==> config.mk <==
export PLATFORM = sky130hd
export DESIGN_NAME = barrett_mul_sched_2ch
export DESIGN_NICKNAME = d
export VERILOG_FILES = /design/src/rtl/barrett_sched_pkg.sv /design/src/rtl/sync_fifo_fwft.sv /design/src/rtl/barrett_mul_sched_2ch.sv
export SDC_FILE = /design/constraint.sdc
export NUM_CORES = 2
export LEC_CHECK = 0
export CORE_ASPECT_RATIO = 1.75
export CORE_MARGIN = 4
export CORE_UTILIZATION = 40
export DETAILED_ROUTE_END_ITERATION = 8
export HOLD_SLACK_MARGIN = 0.1
export SETUP_SLACK_MARGIN = 0.4
export SYNTH_ARGS = -nofsm -noshare
export SYNTH_HDL_FRONTEND = slang
export SYNTH_SLANG_ARGS = --single-unit
==> constraint.sdc <==
create_clock -name iClk -period 18.9 [get_ports iClk]
set_input_delay 3.78 -clock iClk [delete_from_list [all_inputs] [get_ports iClk]]
set_output_delay 3.78 -clock iClk [all_outputs]
set_load 0.03 [all_outputs]
==> src/rtl/barrett_sched_pkg.sv <==
// Shared types and constants for the two-channel Barrett multiplier scheduler.
package barrett_sched_pkg;

   localparam int DW             = 64;
   localparam int LATENCY_DEF    = 19;
   localparam int FIFO_DEPTH_DEF = 32;
   localparam int KW             = 7;

   typedef logic ch_id_t;

   typedef struct packed {
      logic   valid;
      ch_id_t id;
   } tag_t;

   // The result FIFO must absorb every in-flight result plus one, and its
   // pointers wrap naturally only when the depth is a power of two.
   function automatic bit depth_ok(input int depth, input int lat);
      return (depth >= lat + 1) && (depth > 1) && ((depth & (depth - 1)) == 0);
   endfunction

endpackage

==> src/rtl/sync_fifo_fwft.sv <==
// First-word-fall-through synchronous FIFO with occupancy count and flush.
module sync_fifo_fwft #(
   parameter int W     = 65,
   parameter int DEPTH = 32
) (
   input  logic                     iClk,
   input  logic                     iRstN,
   input  logic                     iClr,
   input  logic                     iPush,
   input  logic [W-1:0]             iData,
   input  logic                     iPop,
   output logic                     oValid,
   output logic [W-1:0]             oData,
   output logic [$clog2(DEPTH):0]   oCount
);

   localparam int AW = $clog2(DEPTH);
   localparam logic [AW:0] FULL = (AW + 1)'(DEPTH);

   logic [W-1:0]  mem_q [DEPTH];
   logic [AW-1:0] wr_ptr_q, wr_ptr_d;
   logic [AW-1:0] rd_ptr_q, rd_ptr_d;
   logic [AW:0]   count_q, count_d;
   logic          do_push, do_pop;

   // Next pointer/count state; a push into a full FIFO is only taken alongside a pop.
   always_comb begin
      do_pop   = iPop & (count_q != '0);
      do_push  = iPush & ((count_q != FULL) | do_pop);
      wr_ptr_d = wr_ptr_q;
      rd_ptr_d = rd_ptr_q;
      count_d  = count_q;
      if (do_push) wr_ptr_d = wr_ptr_q + 1'b1;
      if (do_pop)  rd_ptr_d = rd_ptr_q + 1'b1;
      if (do_push & ~do_pop)      count_d = count_q + 1'b1;
      else if (~do_push & do_pop) count_d = count_q - 1'b1;
      if (iClr) begin
         wr_ptr_d = '0;
         rd_ptr_d = '0;
         count_d  = '0;
      end
   end

   // Pointer and occupancy registers.
   always_ff @(posedge iClk or negedge iRstN) begin
      if (!iRstN) begin
         wr_ptr_q <= '0;
         rd_ptr_q <= '0;
         count_q  <= '0;
      end else begin
         wr_ptr_q <= wr_ptr_d;
         rd_ptr_q <= rd_ptr_d;
         count_q  <= count_d;
      end
   end

   // Storage array; contents are meaningless until the count says otherwise.
   always_ff @(posedge iClk) begin
      if (do_push) mem_q[wr_ptr_q] <= iData;
   end

   assign oValid = (count_q != '0);
   assign oData  = mem_q[rd_ptr_q];
   assign oCount = count_q;

endmodule

==> src/rtl/barrett_mul_sched_2ch.sv <==
// Two-channel round-robin scheduler in front of a shared, free-running
// Barrett modular multiplier. Results return in issue order through a
// credit-protected FWFT FIFO.
// Optional build macro: BARRETT_SCHED_PERF_EN enables the performance counters.
module barrett_mul_sched_2ch
   import barrett_sched_pkg::*;
#(
   parameter int LATENCY    = LATENCY_DEF,
   parameter int FIFO_DEPTH = FIFO_DEPTH_DEF
) (
   input  logic              iClk,
   input  logic              iRstN,
   input  logic              iClr,
   input  logic              iReqValid0,
   output logic              oReqReady0,
   input  logic [DW-1:0]     iReqA0,
   input  logic [DW-1:0]     iReqB0,
   input  logic              iReqValid1,
   output logic              oReqReady1,
   input  logic [DW-1:0]     iReqA1,
   input  logic [DW-1:0]     iReqB1,
   output logic              oRspValid,
   input  logic              iRspReady,
   output logic              oRspId,
   output logic [DW-1:0]     oRspData,
   input  logic              iCfgValid,
   output logic              oCfgReady,
   input  logic [DW-1:0]     iCfgMod,
   input  logic [KW-1:0]     iCfgK,
   input  logic [2*DW-1:0]   iCfgU,
   output logic              oMulEn,
   output logic              oMulClr,
   output logic [DW-1:0]     oMulData0,
   output logic [DW-1:0]     oMulData1,
   output logic [DW-1:0]     oMulMod,
   output logic [KW-1:0]     oMulK,
   output logic [2*DW-1:0]   oMulU,
   input  logic [DW-1:0]     iMulData,
   output logic [31:0]       oPerfOps0,
   output logic [31:0]       oPerfOps1,
   output logic [31:0]       oPerfStall
);

   localparam int CW = $clog2(FIFO_DEPTH) + 1;
   localparam int IW = $clog2(LATENCY + 1);
   localparam int OW = CW + 1;
   localparam logic [OW-1:0] CREDITS = OW'(FIFO_DEPTH);

   if (!depth_ok(FIFO_DEPTH, LATENCY)) begin : g_depth_chk
      $error("FIFO_DEPTH must be a power of two and at least LATENCY+1");
   end

   tag_t            tag_q [LATENCY];
   tag_t            tag_d [LATENCY];
   logic [IW-1:0]   inflight_q, inflight_d;
   ch_id_t          last_q, last_d;
   logic            cfg_loaded_q, cfg_loaded_d;
   logic [DW-1:0]   mod_q, mod_d;
   logic [KW-1:0]   k_q, k_d;
   logic [2*DW-1:0] u_q, u_d;
   logic [DW-1:0]   mul_a_q, mul_a_d;
   logic [DW-1:0]   mul_b_q, mul_b_d;
   logic            en_q;

   logic [CW-1:0]   fifo_count;
   logic [OW-1:0]   outstanding;
   logic            fifo_vld;
   logic [DW:0]     fifo_data;
   logic            cfg_ready, cfg_accept, issue_allowed;
   logic            grant0, grant1, issue, exit_vld;
   ch_id_t          win_id;

   // Credit check, round-robin arbitration and configuration handshake.
   always_comb begin
      outstanding   = OW'(inflight_q) + OW'(fifo_count);
      cfg_ready     = (inflight_q == '0) & (fifo_count == '0) & ~iClr;
      cfg_accept    = iCfgValid & cfg_ready;
      issue_allowed = cfg_loaded_q & (outstanding < CREDITS) & ~cfg_accept & ~iClr;
      // last_q == 1 means channel 1 won last, so channel 0 is favoured.
      grant0        = iReqValid0 & (~iReqValid1 | last_q);
      grant1        = iReqValid1 & (~iReqValid0 | ~last_q);
      issue         = issue_allowed & (grant0 | grant1);
      win_id        = issue_allowed & grant1;
      exit_vld      = tag_q[LATENCY-1].valid & ~iClr;
   end

   // Next state for operands, arbiter pointer, in-flight count and configuration.
   always_comb begin
      mul_a_d      = '0;
      mul_b_d      = '0;
      last_d       = last_q;
      inflight_d   = inflight_q;
      cfg_loaded_d = cfg_loaded_q | cfg_accept;
      mod_d        = mod_q;
      k_d          = k_q;
      u_d          = u_q;
      if (issue) begin
         mul_a_d = win_id ? iReqA1 : iReqA0;
         mul_b_d = win_id ? iReqB1 : iReqB0;
         last_d  = win_id;
      end
      if (issue & ~exit_vld)      inflight_d = inflight_q + IW'(1);
      else if (~issue & exit_vld) inflight_d = inflight_q - IW'(1);
      if (cfg_accept) begin
         mod_d = iCfgMod;
         k_d   = iCfgK;
         u_d   = iCfgU;
      end
      if (iClr) begin
         last_d     = 1'b1;
         inflight_d = '0;
      end
   end

   // Tag pipe shadows the multiplier: a bubble is pushed on every idle cycle.
   always_comb begin
      tag_d[0].valid = issue;
      tag_d[0].id    = win_id;
      for (int i = 1; i < LATENCY; i++) tag_d[i] = tag_q[i-1];
      if (iClr) begin
         for (int i = 0; i < LATENCY; i++) tag_d[i] = '0;
      end
   end

   // Control, configuration and operand registers.
   always_ff @(posedge iClk or negedge iRstN) begin
      if (!iRstN) begin
         en_q         <= 1'b0;
         last_q       <= 1'b1;
         inflight_q   <= '0;
         cfg_loaded_q <= 1'b0;
         mod_q        <= '0;
         k_q          <= '0;
         u_q          <= '0;
         mul_a_q      <= '0;
         mul_b_q      <= '0;
      end else begin
         en_q         <= 1'b1;
         last_q       <= last_d;
         inflight_q   <= inflight_d;
         cfg_loaded_q <= cfg_loaded_d;
         mod_q        <= mod_d;
         k_q          <= k_d;
         u_q          <= u_d;
         mul_a_q      <= mul_a_d;
         mul_b_q      <= mul_b_d;
      end
   end

   // Tag pipe registers.
   always_ff @(posedge iClk or negedge iRstN) begin
      if (!iRstN) begin
         for (int i = 0; i < LATENCY; i++) tag_q[i] <= '0;
      end else begin
         for (int i = 0; i < LATENCY; i++) tag_q[i] <= tag_d[i];
      end
   end

   sync_fifo_fwft #(
      .W     (DW + 1),
      .DEPTH (FIFO_DEPTH)
   ) u_rsp_fifo (
      .iClk   (iClk),
      .iRstN  (iRstN),
      .iClr   (iClr),
      .iPush  (exit_vld),
      .iData  ({tag_q[LATENCY-1].id, iMulData}),
      .iPop   (iRspReady),
      .oValid (fifo_vld),
      .oData  (fifo_data),
      .oCount (fifo_count)
   );

`ifdef BARRETT_SCHED_PERF_EN
   logic [31:0] ops0_q, ops0_d;
   logic [31:0] ops1_q, ops1_d;
   logic [31:0] stall_q, stall_d;

   // Accepted-request and stalled-cycle counters, wrapping, flushed by iClr.
   always_comb begin
      ops0_d  = ops0_q;
      ops1_d  = ops1_q;
      stall_d = stall_q;
      if (issue & ~win_id) ops0_d = ops0_q + 32'd1;
      if (issue & win_id)  ops1_d = ops1_q + 32'd1;
      if ((iReqValid0 | iReqValid1) & ~issue) stall_d = stall_q + 32'd1;
      if (iClr) begin
         ops0_d  = '0;
         ops1_d  = '0;
         stall_d = '0;
      end
   end

   // Counter registers.
   always_ff @(posedge iClk or negedge iRstN) begin
      if (!iRstN) begin
         ops0_q  <= '0;
         ops1_q  <= '0;
         stall_q <= '0;
      end else begin
         ops0_q  <= ops0_d;
         ops1_q  <= ops1_d;
         stall_q <= stall_d;
      end
   end

   assign oPerfOps0  = ops0_q;
   assign oPerfOps1  = ops1_q;
   assign oPerfStall = stall_q;
`else
   assign oPerfOps0  = '0;
   assign oPerfOps1  = '0;
   assign oPerfStall = '0;
`endif

   assign oReqReady0 = issue_allowed & grant0;
   assign oReqReady1 = issue_allowed & grant1;
   assign oCfgReady  = cfg_ready;
   assign oRspValid  = fifo_vld;
   assign oRspId     = fifo_vld & fifo_data[DW];
   assign oRspData   = fifo_vld ? fifo_data[DW-1:0] : '0;
   assign oMulEn     = en_q;
   assign oMulClr    = iClr;
   assign oMulData0  = mul_a_q;
   assign oMulData1  = mul_b_q;
   assign oMulMod    = mod_q;
   assign oMulK      = k_q;
   assign oMulU      = u_q;

endmodule

## Word-level counts from Yosys, hierarchy flattened

Memory sizes are Yosys's and may differ from the RTL's.
Index checks and enable logic that the tools add are counted.

| word-level totals | value |
|---|---|
| bits in registers | 389 |
| bits in latches | 0 |
| memory bits (writable) | 2080 |
| ROM bits | 0 |
| output and inout port bits | 494 |
| memories kept | 1 |

Memory list:

| name | words | width | rd ports | clocked after Yosys merged registers in | wr ports | RTL line | text |
|---|---|---|---|---|---|---|---|
| u_rsp_fifo.mem_q | 32 | 65 | 1 | 0 | 1 | sync_fifo_fwft.sv:20 | `logic [W-1:0] mem_q [DEPTH];` |

| operators by class | value |
|---|---|
| add/subtract/negate cells | 7 |
| $mul | 0 |
| div/mod/pow operators | 0 |
| $lt $le $gt $ge | 1 |
| equal/unequal tests | 1 |
| shift operators | 0 |
| multiplexer cells | 20 |
| bitwise logic cells | 33 |
| reduce and logical (&&, ||, !) cells | 8 |

Operator list:

| cell | count |
|---|---|
| 64-bit 2-to-1 mux | 5 |
| 38-bit 2-to-1 mux | 1 |
| 5-bit 2-to-1 mux | 7 |
| 1-bit AND | 19 |
| 6-bit 2-to-1 mux | 3 |
| 5-bit by 1-bit adder with 5-bit output, second input constant | 3 |
| 1-bit inverter | 9 |
| 5-bit by 6-bit adder with 7-bit output | 1 |
| 7-bit by 6-bit less-than comparator with 1-bit output, second input constant | 1 |
| 6-bit by 1-bit adder with 6-bit output, second input constant | 1 |
| 6-bit zero test | 1 |
| 6-bit inequality test, second input constant | 1 |
| 2-bit nonzero test | 3 |
| 3-bit nonzero test | 2 |
| 6-bit nonzero test | 1 |
| 6-bit by 1-bit subtractor with 6-bit output, second input constant | 1 |
| 5-bit zero test | 1 |
| 1-bit bitwise OR | 5 |
| 5-bit by 1-bit subtractor with 5-bit output, second input constant | 1 |
| 1-bit 2-to-1 mux | 4 |

## Longest topological paths before layout

| depth | value |
|---|---|
| depth in word-level cells | 13 |
| mapped depth | 13 |
| depth with buffers taken out | 13 |

## Cells and area by module

A second synthesis with hierarchy kept.

| unflattened totals | value |
|---|---|
| cell total of the unflattened synthesis | 5176 |
| area, all modules | 95427.8 sq um |

Modules (own cells, without submodules):

| module | instances | cells each | area each (sq um) | seq. area each (sq um) |
|---|---|---|---|---|
| sync_fifo_fwft | 1 | 3455 | 79871.6 | 62860.3 |
| barrett_mul_sched_2ch | 1 | 1721 | 15556.2 | 9335.2 |

## Least setup slack after synthesis

Ideal clock, no wire load.

| timing | value |
|---|---|
| kind | in2reg |
| start point | in iClr |
| end point | mem u_rsp_fifo.mem_q[23][0] (enable) |
| library setup time | 0.582 ns |
| data arrival time | 9.592 ns |
| slack | 8.727 ns |
| cell stages on the path | 6 |
| cell sequence | buf_2 -> nand2b_1 -> a41oi_1 -> clkbuf_1 -> nand3_1 -> nor3b_1 |

| between the ends | value |
|---|---|
| longest elaborated chain between the ends | 5 |

RTL lines:

| item | RTL line | text |
|---|---|---|
| start: declaration | barrett_mul_sched_2ch.sv:13 | `input logic iClr,` |
| 1-bit inverter | barrett_mul_sched_2ch.sv:84 | `exit_vld = tag_q[LATENCY-1].valid & ~iClr;` |
| 1-bit AND | barrett_mul_sched_2ch.sv:84 |  |
| 1-bit AND | sync_fifo_fwft.sv:29 | `do_push = iPush & ((count_q != FULL) \| do_pop);` |
| 1-bit 2-to-1 mux | sync_fifo_fwft.sv:59 | `if (do_push) mem_q[wr_ptr_q] <= iData;` |
| 1-bit 2-to-1 mux (implied by the code) | sync_fifo_fwft.sv:59 |  |
| end: declaration | sync_fifo_fwft.sv:20 |  |

Every way passes these cells.

## Worst setup path in the final report

| timing | value |
|---|---|
| start point | in iClr |
| end point | out oReqReady1 |

| between the ends | value |
|---|---|
| longest elaborated chain between the ends | 7 |

RTL lines:

| item | RTL line | text |
|---|---|---|
| 1-bit inverter * | barrett_mul_sched_2ch.sv:76, barrett_mul_sched_2ch.sv:78 |  |
| 1-bit AND | barrett_mul_sched_2ch.sv:76 | `cfg_ready = (inflight_q == '0) & (fifo_count == '0) & ~iClr;` |
| 1-bit AND | barrett_mul_sched_2ch.sv:77 | `cfg_accept = iCfgValid & cfg_ready;` |
| 1-bit inverter | barrett_mul_sched_2ch.sv:78 | `issue_allowed = cfg_loaded_q & (outstanding < CREDITS) & ~cfg_accept & ~iClr;` |
| 1-bit AND | barrett_mul_sched_2ch.sv:78 |  |
| 1-bit AND * | barrett_mul_sched_2ch.sv:78 |  |
| 1-bit AND * | barrett_mul_sched_2ch.sv:217 | `assign oReqReady1 = issue_allowed & grant1;` |
| end: declaration | barrett_mul_sched_2ch.sv:19 | `output logic oReqReady1,` |

Every way passes the cells marked *; elsewhere a longest branch is shown, timed or not.

==> results_dict.tcl <==
set metrics [dict create \
    port_buffers 923 \
    seq_power_share_pct 42.9 \
    coreArea_sq_mm 0.237 \
    worstPathCellList "buf_2 -> buf_4 -> nor4_1 -> and4_4 -> or3_4 -> inv_8 -> clkdlybuf4s50_1" \
    rsz0062_at_grt "no" \
    clk_pin_slew_ns 0.06 \
    r2r_slack_ns 14.22 \
    post_cts_resized 0 \
    final_core_util_pct 48.7 \
    dp_hpwl_mm 225 \
    grt_use_total_pct 28.8 \
    hold_end "cfg_loaded_q" \
    io_pins 1020 \
    synth_top_area_share_pct 65.6 \
    drt.antenna.violating_nets 0 \
    synth_cells 5203 \
    cts-root-buf "clkbuf_16" \
    cts_buffers 224 \
    ys_async_sr_fraction_pct 15.8 \
    syn_to_final_growth_pct 20.9 \
    cp-startpoint "iClr" \
    synthDominantAreaCellType "edfxtp_1" \
    critical_path_class "primary input to output pin" \
    totalWireLength_mm 360 \
    cp.required_ns 15.12 \
    power.total_w 0.0151 \
    insertion_delay_ns 0.91 \
    synth-edff-count 2080 \
    antenna_found_initial 78 \
    gp_congestion 0.968 \
    pwr-share-comb_pct 26.6 \
    via_per_inst 5.65 \
    drc 0 \
    synth_warnings 0 \
    worst_slew_pin_slew_ns 1.26 \
    finClkSkew_ns 0.104 \
    grt.overflow.total 0 \
    num_rows 236 \
    cts_buffer_depth 4 \
    die_width_um 377 \
    drt_iter0_markers 5827 \
    cp.arrival_ns 6.91 \
    synthesis.area_sq_mm 0.0952 \
    vias 53500 \
    slowest_stage "clkdlybuf4s50_1" \
    worst-path-max-fanout 68 \
    die_h_um 653 \
    cts_tree "done" \
    start_util_pct 40.3 \
    reg2reg_from "u_rsp_fifo.oCount[0]" \
    mostFrequentLayoutCell "edfxtp_1" \
    drt-pass1-iter-count 6 \
    r2r_cells 7 \
    synth_area_leaders "edfxtp_1, mux4_2, dfrtp_1" \
    slowest_delay_ns 0.89 \
    setup_violations 0 \
    clkSinkCount 2469 \
    synth_cell_types 60 \
    yosysSeqAreaShare_pct 75.8 \
    crit_buf_inv 4 \
    whs_ns 0.464 \
    internal_power_w 0.0102 \
    power.density_mw_per_mm2 131 \
    cts_hold_buf 0 \
    dieArea_sq_mm 0.246 \
    ys.flop_type "edfxtp_1" \
    hold_depth 1 \
    grt_pass1_vias 54000 \
    slew_headroom_pct 15.5 \
    p_sw_w 0.00486 \
    swShare_pct 32.2 \
    r2r-end "oMulData1[27]" \
    cp-start-kind "primary input" \
    layout_common_cells "edfxtp_1, clkdlybuf4s50_1, nand2_1" \
    wl_per_cell_um 38.0 \
    status "complete, no violations" \
    ys_seq_elements 2469 \
    clkPwrFrac_pct 30.5 \
    grt_pass1_wl_mm 480 \
    peakVddDrop_mv 0.121 \
    postCtsSetupBuffers 0 \
    finalHoldViolations 0 \
    cp_top_family "buffers and inverters" \
    post-route-period-util_pct 56.6 \
    grt_max_degree 169 \
    min_from "cfg_loaded_q" \
    max_freq_mhz 93.6 \
    final_nets 6716 \
    crit_path_end_kind "output pin" \
    drv_slew 0 \
    min_period_ns 10.69 \
    cap_violations 0 \
    syn_avg_cell_area_sq_um 18.3 \
    hp-class "flip-flop to flip-flop" \
    fin_tns_setup_ns 0 \
    drive_gt1_share_pct 18.1 \
    p_leak_nw 39.1 \
    cts_max_level 4 \
]
[worst max-delay path by stage]
| stage | endpoint | slack [ns] | depth (start not counted) |
|---|---|---|---|
| 2_1_floorplan | u_rsp_fifo.mem_q[23][0] | 8.73 | 6 |
| 3_3_place_gp | oReqReady0 | 8.07 | 8 |
| 3_5_place_dp | oReqReady0 | 8.11 | 8 |
| 4_1_cts | oReqReady0 | 8.10 | 8 |
| 5_1_grt | oReqReady0 | 8.00 | 8 |
| 6_report | oReqReady1 | 8.21 | 7 |
[power by group through the flow]
stage	logic (W)	clock network (W)	registers [W]
global placement	0.00403	0	0.00656
detailed placement	0.00404	0	0.00656
global route	0.00422	0.00492	0.00648
finish	0.00402	0.00461	0.00647
CTS	0.00406	0.00471	0.00645
floorplan	0.00185	0	0.00687
[through the flow]
stage | worst slack (ns) | area, sq um | cells
floorplan | 8.73 | 95600 | 5298
global placement | 8.07 | 108000 | 9039
detailed placement | 8.11 | 108000 | 9039
CTS | 8.10 | 115000 | 9442
global route | 8.00 | 115000 | 9448
finish | 8.21 | 115000 | 9475
[logic make-up (layout without fill, tap and decap cells)]
group | count (synthesis) | after routing | share of synthesized area (%)
flops | 2469 | 2469 | 75.8
simple gates | 1151 | 1151 | 5.16
mux | 609 | 609 | 12.1
compound gates | 533 | 533 | 4.18
buf+inv | 410 | 1460 | 2.36
fa+ha+maj | 19 | 19 | 0.265
xor+xnor | 10 | 10 | 0.0920
other cells | 2 | 130 | 0.00789
[sequential cells by signal, summed over array words and instances (netlist names)]
signal               flops
u_rsp_fifo.wr_ptr_q      5
oMulData1               64
u_rsp_fifo.mem_q      2080
inflight_q               5
oMulData0               64
tag_q                   38
cfg_loaded_q             1
u_rsp_fifo.oCount        6
oMulU                  128
oMulMod                 64
oMulK                    7
u_rsp_fifo.rd_ptr_q      5
oMulEn                   1
last_q                   1
[synth_stat cells, types with 17 or more instances]
| cell | instances |
|---|---|
| edfxtp_1 | 2080 |
| a21oi_2 | 101 |
| nand2_2 | 100 |
| o22ai_1 | 56 |
| ha_1 | 17 |
| clkbuf_1 | 163 |
| o221ai_1 | 47 |
| mux2i_1 | 172 |
| nand2_1 | 869 |
| dfrtp_1 | 388 |
| and3_1 | 47 |
| mux4_2 | 435 |
| buf_2 | 105 |
| a21oi_1 | 88 |
| nor2b_1 | 38 |
| nor2_1 | 47 |
| a221oi_1 | 44 |
| buf_4 | 105 |
| a22o_1 | 35 |
| a211oi_1 | 40 |
| a22oi_1 | 94 |
[area by class of cell]
type / count / area (sq um)
clock inverter: 135 / 1420
multi-input combinational: 2419 / 21400
tap: 3094 / 3870
fill: 19900 / 121000
antenna: 33 / 82.6
sequential: 2469 / 72200
timing repair buffer: 1045 / 10200
clock buffer: 268 / 5800
inverter: 12 / 52.6
[per-layer routing]
| layer | vias to the layer above | share of wire, % | track usage, % |
|---|---|---|---|
| met5 | - | 0.096 | 0 |
| met4 | 56 | 7.2 | 17.5 |
| met1 | 28400 | 34 | 32.9 |
| met3 | 591 | 7.8 | 6.72 |
| met2 | 2408 | 50 | 49.1 |
| li1 | 22000 | - | - |
No activity file was read; power rests on OpenSTA's default activity.
